**config.mk**
```make
export PLATFORM = sky130hd
export DESIGN_NAME = pc_sequencer
export DESIGN_NICKNAME = d
export VERILOG_FILES = /design/src/rtl/pc_sequencer_pkg.sv /design/src/rtl/pc_next_sel.sv /design/src/rtl/pc_sequencer.sv
export SDC_FILE = /design/constraint.sdc
export NUM_CORES = 1
export LEC_CHECK = 0
export ABC_AREA = 1
export BUFFER_PORTS_ARGS = -buffer_cell sky130_fd_sc_hd__buf_2
export CAP_MARGIN = 20
export CORE_MARGIN = 2
export CORE_UTILIZATION = 50
export CTS_CLUSTER_DIAMETER = 200
export DETAILED_ROUTE_END_ITERATION = 8
export PLACE_DENSITY = 0.88
export SYNTH_ARGS = -nofsm -noshare
export SYNTH_HDL_FRONTEND = slang
export SYNTH_SLANG_ARGS = --single-unit
```
**constraint.sdc**
```tcl
create_clock -name clk_i -period 1.7 [get_ports clk_i]
set_clock_uncertainty 0.05 [all_clocks]
set_input_delay 0.085 -clock clk_i [delete_from_list [all_inputs] [get_ports clk_i]]
set_output_delay 0.085 -clock clk_i [all_outputs]
set_load 0.005 [all_outputs]
```
**src/rtl/pc_sequencer_pkg.sv**
```systemverilog
// pc_sequencer_pkg: Y86 instruction codes, status codes and sequencer states.
// The BRK state exists only when PC_BREAKPOINT_EN is defined.
package pc_sequencer_pkg;
   localparam logic [3:0] IHALT = 4'h0, INOP = 4'h1, IRRMOVQ = 4'h2, IIRMOVQ = 4'h3,
                          IRMMOVQ = 4'h4, IMRMOVQ = 4'h5, IOPQ = 4'h6, IJXX = 4'h7,
                          ICALL = 4'h8, IRET = 4'h9, IPUSHQ = 4'hA, IPOPQ = 4'hB;
   localparam logic [2:0] SAOK = 3'd1, SHLT = 3'd2, SADR = 3'd3, SINS = 3'd4;
   typedef enum logic [2:0] {
      S_IDLE,
      S_RUN,
      S_HALT,
      S_ERR
`ifdef PC_BREAKPOINT_EN
      , S_BRK
`endif
   } state_t;
endpackage

```
**src/rtl/pc_next_sel.sv**
```systemverilog
// pc_next_sel: combinational next-PC select from fetch, execute and memory results.
module pc_next_sel
   import pc_sequencer_pkg::*;
#(
   parameter int PC_W = 64
) (
   input  logic [3:0]      icode,
   input  logic            cnd,
   input  logic [PC_W-1:0] val_c,
   input  logic [PC_W-1:0] val_p,
   input  logic [PC_W-1:0] val_m,
   output logic [PC_W-1:0] next_pc
);
   assign next_pc = (icode == ICALL || (icode == IJXX && cnd)) ? val_c :
                    icode == IRET ? val_m : val_p;
endmodule

```
**src/rtl/pc_sequencer.sv**
```systemverilog
// pc_sequencer: owns the Y86 PC, gates fetch, tracks status and counts cycles/retires.
// Optional breakpoint support (bp_en_i/bp_addr_i/brk_o, BRK state) under PC_BREAKPOINT_EN.
module pc_sequencer
   import pc_sequencer_pkg::*;
#(
   parameter int              PC_W     = 64,
   parameter logic [PC_W-1:0] RESET_PC = '0,
   parameter int              CNT_W    = 32
) (
   input  logic             clk_i,
   input  logic             rst_n_i,
   input  logic             start_i,
   input  logic             stall_i,
   input  logic [3:0]       icode_i,
   input  logic [PC_W-1:0]  valC_i,
   input  logic [PC_W-1:0]  valP_i,
   input  logic             instr_valid_i,
   input  logic             imem_error_i,
   input  logic             cnd_i,
   input  logic [PC_W-1:0]  valM_i,
   input  logic             dmem_error_i,
`ifdef PC_BREAKPOINT_EN
   input  logic             bp_en_i,
   input  logic [PC_W-1:0]  bp_addr_i,
   output logic             brk_o,
`endif
   output logic [PC_W-1:0]  PC_o,
   output logic             fetch_en_o,
   output logic             retire_o,
   output logic [2:0]       stat_o,
   output logic [CNT_W-1:0] cycle_cnt_o,
   output logic [CNT_W-1:0] instr_cnt_o
);
   state_t           state, state_d;
   logic [PC_W-1:0]  pc_d, next_pc;
   logic [2:0]       stat_d, fault;
   logic [CNT_W-1:0] cyc_d, ins_d;
   logic             commit;
`ifdef PC_BREAKPOINT_EN
   logic             bp_skip, skip_d;
`endif

   pc_next_sel #(.PC_W(PC_W)) u_next (
      .icode   (icode_i),
      .cnd     (cnd_i),
      .val_c   (valC_i),
      .val_p   (valP_i),
      .val_m   (valM_i),
      .next_pc (next_pc)
   );

   assign fetch_en_o = state == S_RUN;
`ifdef PC_BREAKPOINT_EN
   assign brk_o = state == S_BRK;
`endif

   always_ff @(posedge clk_i or negedge rst_n_i)
      if (!rst_n_i) begin
         state       <= S_IDLE;
         PC_o        <= RESET_PC;
         stat_o      <= SAOK;
         cycle_cnt_o <= '0;
         instr_cnt_o <= '0;
      end else begin
         state       <= state_d;
         PC_o        <= pc_d;
         stat_o      <= stat_d;
         cycle_cnt_o <= cyc_d;
         instr_cnt_o <= ins_d;
      end

`ifdef PC_BREAKPOINT_EN
   always_ff @(posedge clk_i or negedge rst_n_i)
      if (!rst_n_i) bp_skip <= 1'b0;
      else bp_skip <= skip_d;
`endif

   // Fault priority: fetch address, invalid instruction, data address, then halt.
   always_comb begin
      state_d  = state;
      pc_d     = PC_o;
      stat_d   = stat_o;
      cyc_d    = cycle_cnt_o;
      ins_d    = instr_cnt_o;
      retire_o = 1'b0;
`ifdef PC_BREAKPOINT_EN
      skip_d   = bp_skip;
`endif
      commit = state == S_RUN && !stall_i;
      fault  = imem_error_i ? SADR : !instr_valid_i ? SINS : dmem_error_i ? SADR :
               icode_i == IHALT ? SHLT : SAOK;
      if (state == S_RUN) cyc_d = cycle_cnt_o + CNT_W'(1);
      if (commit) begin
         if (fault != SAOK) begin
            state_d = fault == SHLT ? S_HALT : S_ERR;
            stat_d  = fault;
         end
`ifdef PC_BREAKPOINT_EN
         else if (bp_en_i && PC_o == bp_addr_i && !bp_skip) state_d = S_BRK;
`endif
         else begin
            pc_d     = next_pc;
            retire_o = 1'b1;
            ins_d    = instr_cnt_o + CNT_W'(1);
         end
`ifdef PC_BREAKPOINT_EN
         skip_d = 1'b0;
`endif
      end
`ifdef PC_BREAKPOINT_EN
      else if (state == S_BRK && start_i) begin
         state_d = S_RUN;
         skip_d  = 1'b1;
      end
`endif
      else if (state != S_RUN && start_i) begin
         state_d = S_RUN;
         pc_d    = RESET_PC;
         stat_d  = SAOK;
         cyc_d   = '0;
         ins_d   = '0;
      end
   end
endmodule

```
Word level (Yosys, flattened, before mapping)
Cells that the tools add are included.
- word-level logic and storage cells: 48
- bits in registers: 134
- output and inout bits: 133
- input bits: 204
- equality and inequality tests: 9
- reduce and logical (&&, ||, !) cells: 9
- muxes and demuxes: 23
- add/sub/neg operators: 2
- operators by type and width (kind ; count):
    2-to-1 mux 64 bit ; 5
    2-to-1 mux 32 bit ; 6
    adder 32 x 1 -> 32 bit, second input constant ; 2
    2-to-1 mux 3 bit ; 7
    equality test 4 bit, second input constant ; 2
    inequality test 3 x 1 -> 1 bit, second input constant ; 2
    equality test 4 x 3 -> 1 bit, second input constant ; 1
    logical NOT 4 bit ; 1
    2-to-1 mux 2 bit ; 2
    AND reduction 2 bit ; 2
    equality test 3 x 1 -> 1 bit, second input constant ; 1
    equality test 3 x 2 -> 1 bit, second input constant ; 1
    logical AND 1 bit ; 3
    2-to-1 mux 1 bit ; 3
    inequality test 2 x 1 -> 1 bit, second input constant ; 1
    inequality test 2 bit, second input constant ; 1
    nonzero test 2 bit ; 1
    logical NOT 1 bit ; 1
    logical OR 1 bit ; 1

Longest topological paths before layout
- depth after elaboration: 9
- gate-level depth with buffers: 11
- mapped depth without buffers: 10

By module
From an unflattened synthesis, not the netlist that was laid out.
- cells, all modules: 1368
- area, all modules: 8792.2 um^2
- modules (own cells, without submodules) (module ; cells each ; instances ; seq. area each (um^2) ; area an instance (um^2)):
    pc_sequencer ; 932 ; 1 ; 3329.4 ; 6717.7
    pc_next_sel ; 436 ; 1 ; 0.0 ; 2074.5

Worst setup path after synthesis
No wires, ideal clock.
- path type: reg2reg
- start: register instr_cnt_o[0]
- end: register instr_cnt_o[18]
- library setup time: 0.119 ns
- clock period less this slack: 1.586 ns
- required time: 1.531 ns
- path slack: 0.114 ns
- data arrival time: 1.417 ns
- cell stages (with the launch flop): 11
- buffers on the path: 0
- cell sequence: dfrtp_1 ha_1 nand2_1 nor2_2 nand2_1 nor2_2 inv_1 nor2_1 nand3_1 nand2_1 nor2_1
- word-level cells in the longest chain between the ends: 3
- RTL lines (item ; line ; source):
    start, declared ; pc_sequencer.sv:32 ; output logic [CNT_W-1:0] instr_cnt_o
    start signal, assigned ; pc_sequencer.sv:69 ; instr_cnt_o <= ins_d;
    adder 32 x 1 -> 32 bit ; pc_sequencer.sv:104 ; ins_d = instr_cnt_o + CNT_W'(1);
    2-to-1 mux 32 bit ; pc_sequencer.sv:94 ; if (fault != SAOK) begin
    2-to-1 mux 32 bit ; pc_sequencer.sv:93 ; if (commit) begin
Every way passes these cells. The select of a mux whose other input is x is not followed.
A chain may end at the register's enable or synchronous reset.

Worst setup path after layout
- start: register state[1]
- end: register PC_o[0]
- word-level cells in the longest chain between the ends: 4
- elaborated cells on any way between the ends: 8
- those cells by class: 3 x eq/ne; 1 x mux; 4 x reduce/logical
- RTL lines (item ; line ; source):
    start, declared ; pc_sequencer.sv:34 ; state_t state, state_d;
    start signal, assigned ; pc_sequencer.sv:65 ; state <= state_d;
    equality test 3 x 1 -> 1 bit or inequality test 3 x 1 -> 1 bit (tied branches) ; pc_sequencer.sv:89, pc_sequencer.sv:116 ;
    logical AND 1 bit (on tied branches) ; pc_sequencer.sv:89, pc_sequencer.sv:116 ;
    inequality test 2 bit (no source line) or nonzero test 2 bit (tied branches) ; n/a ;
    AND reduction 2 bit (no source line) ; n/a ;
    end signal, assigned ; pc_sequencer.sv:66 ; PC_o <= pc_d;
    end, declared ; pc_sequencer.sv:27 ; output logic [PC_W-1:0] PC_o,
Parallel ways exist; a longest one is shown, timed or not.

==> implementation parameters <==
Parameter                              Value

Global routing
  Initial antenna violation count ... 3
  Pin count of the biggest net entering global routing ... 65
  Wire length of the first global-routing pass ... 56000 um
  Combined global-route utilization of all metal layers ... 0.396
  Overflow left after global routing ... 0
  Via count of the first global-routing pass ... 11400

Worst hold path
  Min-Delay Startpoint ... valM_i[37]
  Hold depth ... 5
  Worst-case hold path end point ... PC_o[37]$_DFFE_PN0P_
  Hold Crit Class ... input pin to flip-flop

Cells and area
  Final core area utilization ... 0.796
  Total number of nets in the final design ... between 1500 and 2000
  Fin cells ... 2002
  Fraction of layout instances using a drive strength above 1 ... 0.263
  Synthesis-to-layout area growth ... 56.7%

Floorplan
  Cell row count ... 47
  Core area ... approximately 16000 um2
  Die boundary height ... around 130 um
  Area enclosed by the die boundary ... 17800 um2
  I/O pin total ... 337
  Width of the die ... 133 um
  Initial cell density of the core ... 0.508

Yosys
  Synth Area in XOR/XNOR ... 0.00628
  Combinational family with the most area after synthesis ... simple AND/OR/NAND/NOR gates
  Post-synthesis share of cell area spent on full adders, half adders and majority gates ... 0.00299
  Multiplexer area fraction after synthesis ... 0.00120
  Sequential-to-total area share from yosys stat ... 0.398
  Synthesized area per cell ... approximately 6.7 um2
  Dominant register cell in the synthesized netlist ... sky130_fd_sc_hd__dfrtp_1
  Cell area after technology mapping ... 8360 um2
  Basic-gate share of the synthesized area counting and, or, nand and nor cells ... 0.393
  Number of warning messages in the yosys log ... 0
  #FFs+latches synth ... 133
  Area fraction in compound gates after synthesis ... 0.0974
  Count of different cell masters after synthesis ... 39
  Post-synthesis cell count ... 1256
  Number of enable flip-flop cells after synthesis ... 0
  Synthesized net count ... approximately 1500
  Post-synthesis async set-or-reset flop share ... 1.00

Worst setup path
  Data arrival time at the worst-slack endpoint ... 1.92 ns
  Peak per-stage delay on the critical path ... roughly 0.37 ns
  Data required time at the worst endpoint ... 1.94 ns
  Worst reg2reg path depth ... 10
  Crit start category ... flip-flop
  Endpoint kind of the worst setup timing path ... flip-flop
  Highest-delay cell along the critical path ... sky130_fd_sc_hd__dfrtp_1
  Critical path startpoint ... state[1]$_DFFE_PN0P_
  Worst Path Max Fanout ... 17
  R2R Setup Slk ... ~0.024 ns
  Worst setup path category ... flip-flop to flip-flop
  Critical R2R Launch ... state[1]$_DFFE_PN0P_
  Worst R2R End ... PC_o[0]$_DFFE_PN0P_
  Cells traversed along the worst timing path ... inv_2, nand2_4, nor2_8, nand4_4, buf_4, nand2_4, inv_8, buf_12, nand2_1, nand2_1

Clock tree
  Number of clock sinks ... 133
  Register clock-pin slew on the reported worst setup and hold paths ... approximately 0.06 ns
  Buffers from clock root to sink, at most ... 2
  Clock tree from TritonCTS ... done
  CTS Root Cell ... sky130_fd_sc_hd__clkbuf_16
  Number of H-tree levels ... 4
  Clock insertion delay at the later pin of the skew report ... 0.43 ns
  Number of buffers inserted during clock tree synthesis ... 17

Routing
  Antenna-violating nets left ... 0
  DRC ... 32
  Post-detailed-route via-to-cell ratio ... between 5 and 6
  Post-detailed-routing wire length ... about 37000 um
  Routed WL per cell ... 18.4 um
  Detailed-route via count ... 11600
  Number of optimization iterations in the first detailed-route pass ... 9
  Iter 0 DRT Violations ... about 1400

Pwr
  Internal power of the cells ... 0.00701 W
  Max VDD drop ... between 0.7 and 0.8 mV
  Portion of total power attributed to the clock network ... 0.417
  Seq pwr share ... 0.362
  Design Power ... 0.00988 W
  Power per Cell Area ... 754 nW/um2
  Switching power as a share of total power ... 0.290
  Combinational share of power ... 0.220
  P_leak ... 7.14 nW
  Switching power ... 0.00286 W

Placement
  Gpl congestion ... just under 1
  Cell count after placement ... 1781
  Detailed-placement wirelength estimate ... 19500 um
  Count of buffers from port buffering ... 336

Timing
  Setup TNS ... 0 ns
  Fmax ... 597 MHz
  Worst hold slack ... 0.0175 ns
  Tcrit/Tclk final ... 0.986
  Hold violation total from the final report ... 0
  Slew Limit Headroom ... 0.625
  Max-slew violation count ... 0
  Period minus WS final ... 1.68 ns
  Final count of negative-setup-slack endpoints ... 0
  Setup repair after global routing missed its margin ... true
  Transition time at the pin with the least slew margin ... 0.561 ns

Status
  Status ... finished, violations left
  Failing checks ... design-rule violations

Flow run
  Max-capacitance violation count ... 0
[worst max path at each step]
| stage | endpoint | cells after the start |
|---|---|---|
| global placement | cycle_cnt_o[28]$_DFF_PN0_ | 8 |
| CTS | cycle_cnt_o[10]$_DFF_PN0_ | 10 |
| finish | PC_o[0]$_DFFE_PN0P_ | 10 |
| global route | instr_cnt_o[20]$_DFFE_PN0P_ | 9 |
| floorplan | instr_cnt_o[18]$_DFFE_PN0P_ | 10 |
| detailed placement | instr_cnt_o[20]$_DFFE_PN0P_ | 10 |
[cell usage in the layout, fill, tap and decap left out, types with 3 or more instances in the layout]
cell type	n
sky130_fd_sc_hd__or2_2	3
sky130_fd_sc_hd__nor2_2	11
sky130_fd_sc_hd__dfrtp_1	127
sky130_fd_sc_hd__o211ai_1	64
sky130_fd_sc_hd__buf_6	3
sky130_fd_sc_hd__buf_12	12
sky130_fd_sc_hd__dlygate4sd3_1	173
sky130_fd_sc_hd__bufinv_16	5
sky130_fd_sc_hd__a21oi_1	22
sky130_fd_sc_hd__nor3_1	3
sky130_fd_sc_hd__buf_2	335
sky130_fd_sc_hd__clkinv_2	3
sky130_fd_sc_hd__nand3_2	5
sky130_fd_sc_hd__xor2_1	6
sky130_fd_sc_hd__inv_1	129
sky130_fd_sc_hd__o21ai_0	31
sky130_fd_sc_hd__nand4_1	24
sky130_fd_sc_hd__clkbuf_16	20
sky130_fd_sc_hd__dfrtp_2	5
sky130_fd_sc_hd__nand2_1	509
sky130_fd_sc_hd__nand3_1	107
sky130_fd_sc_hd__clkinvlp_4	3
sky130_fd_sc_hd__nor2_4	9
sky130_fd_sc_hd__inv_4	3
sky130_fd_sc_hd__nand2_4	4
sky130_fd_sc_hd__nand2_2	3
sky130_fd_sc_hd__buf_4	24
sky130_fd_sc_hd__diode_2	3
sky130_fd_sc_hd__nor2_1	105
[final cells by class]
| cell class | count | area, um2 |
|---|---|---|
| sequential | 133 | 3340 |
| inverter | 135 | 524 |
| clock inverter | 13 | 205 |
| timing repair buffer | 551 | 3970 |
| clock buffer | 18 | 439 |
| tap | 220 | 275 |
| fill | 976 | 3360 |
| multi-input combinational | 928 | 4340 |
| timing repair inverter | 1 | 6.26 |
| antenna | 3 | 7.51 |
[registers in the layout (all words and copies together), names as in the netlist]
name / cells
instr_cnt_o: 32
cycle_cnt_o: 32
PC_o: 64
stat_o: 3
state: 2
[timing repair]
action                     4_1_cts  5_1_grt
hold buffers                   173        0
hold endpoints to repair       200        0
gates resized for setup          4       47
gates cloned                     1        4
pin swaps                        1        9
setup endpoints to repair        3      114
buffers inserted                 4        5
[metal layers]
layer | track usage | share of wire
met5 | 0 | 0
met4 | 0.280 | 0.087
met3 | 0.100 | 0.11
met2 | 0.645 | 0.46
met1 | 0.456 | 0.34
[per-stage QoR]
stage,worst slack (ns),cell area [um2]
3_5_place_dp,0.0180,10400
6_report,0.0241,13100
4_1_cts,-0.0120,12800
2_1_floorplan,0.114,8360
5_1_grt,-0.0567,13100
3_3_place_gp,0.0841,10400
[power groups by stage]
stage / clock network [W] / logic, W / registers [W]
after floorplan: 0 / 0.000728 / 0.00359
after global placement: 0 / 0.00151 / 0.00358
after detailed placement: 0 / 0.00156 / 0.00358
after CTS: 0.00412 / 0.00192 / 0.00354
after global routing: 0.00427 / 0.00231 / 0.00358
final: 0.00412 / 0.00218 / 0.00358
[critical path, delay by kind of cell (launching register included)]
kind                   cells  cell delay (ns)
AND/OR/NAND/NOR            6             0.62
buffers and inverters      4             0.49
flip-flops                 1             0.37
[cell usage after synthesis (6+ instances only)]
library cell / number / area, um2
sky130_fd_sc_hd__buf_2: 38 / 190
sky130_fd_sc_hd__clkbuf_1: 7 / 26.3
sky130_fd_sc_hd__xor2_1: 6 / 52.6
sky130_fd_sc_hd__a21oi_1: 24 / 120
sky130_fd_sc_hd__inv_1: 131 / 492
sky130_fd_sc_hd__nand2_1: 514 / 1930
sky130_fd_sc_hd__nand4_1: 24 / 150
sky130_fd_sc_hd__o211ai_1: 64 / 480
sky130_fd_sc_hd__nand3_1: 112 / 561
sky130_fd_sc_hd__buf_4: 9 / 67.6
sky130_fd_sc_hd__o21ai_0: 33 / 165
sky130_fd_sc_hd__nor2_1: 120 / 450
sky130_fd_sc_hd__dfrtp_1: 132 / 3300
[logic make-up after synthesis]
family          count (synthesis)
flops                         133
buf+inv                       195
simple gates                  791
mux                             1
compound gates                128
xor+xnor                        6
fa+ha+maj                       2
No activity file was read; power rests on OpenSTA's default activity.
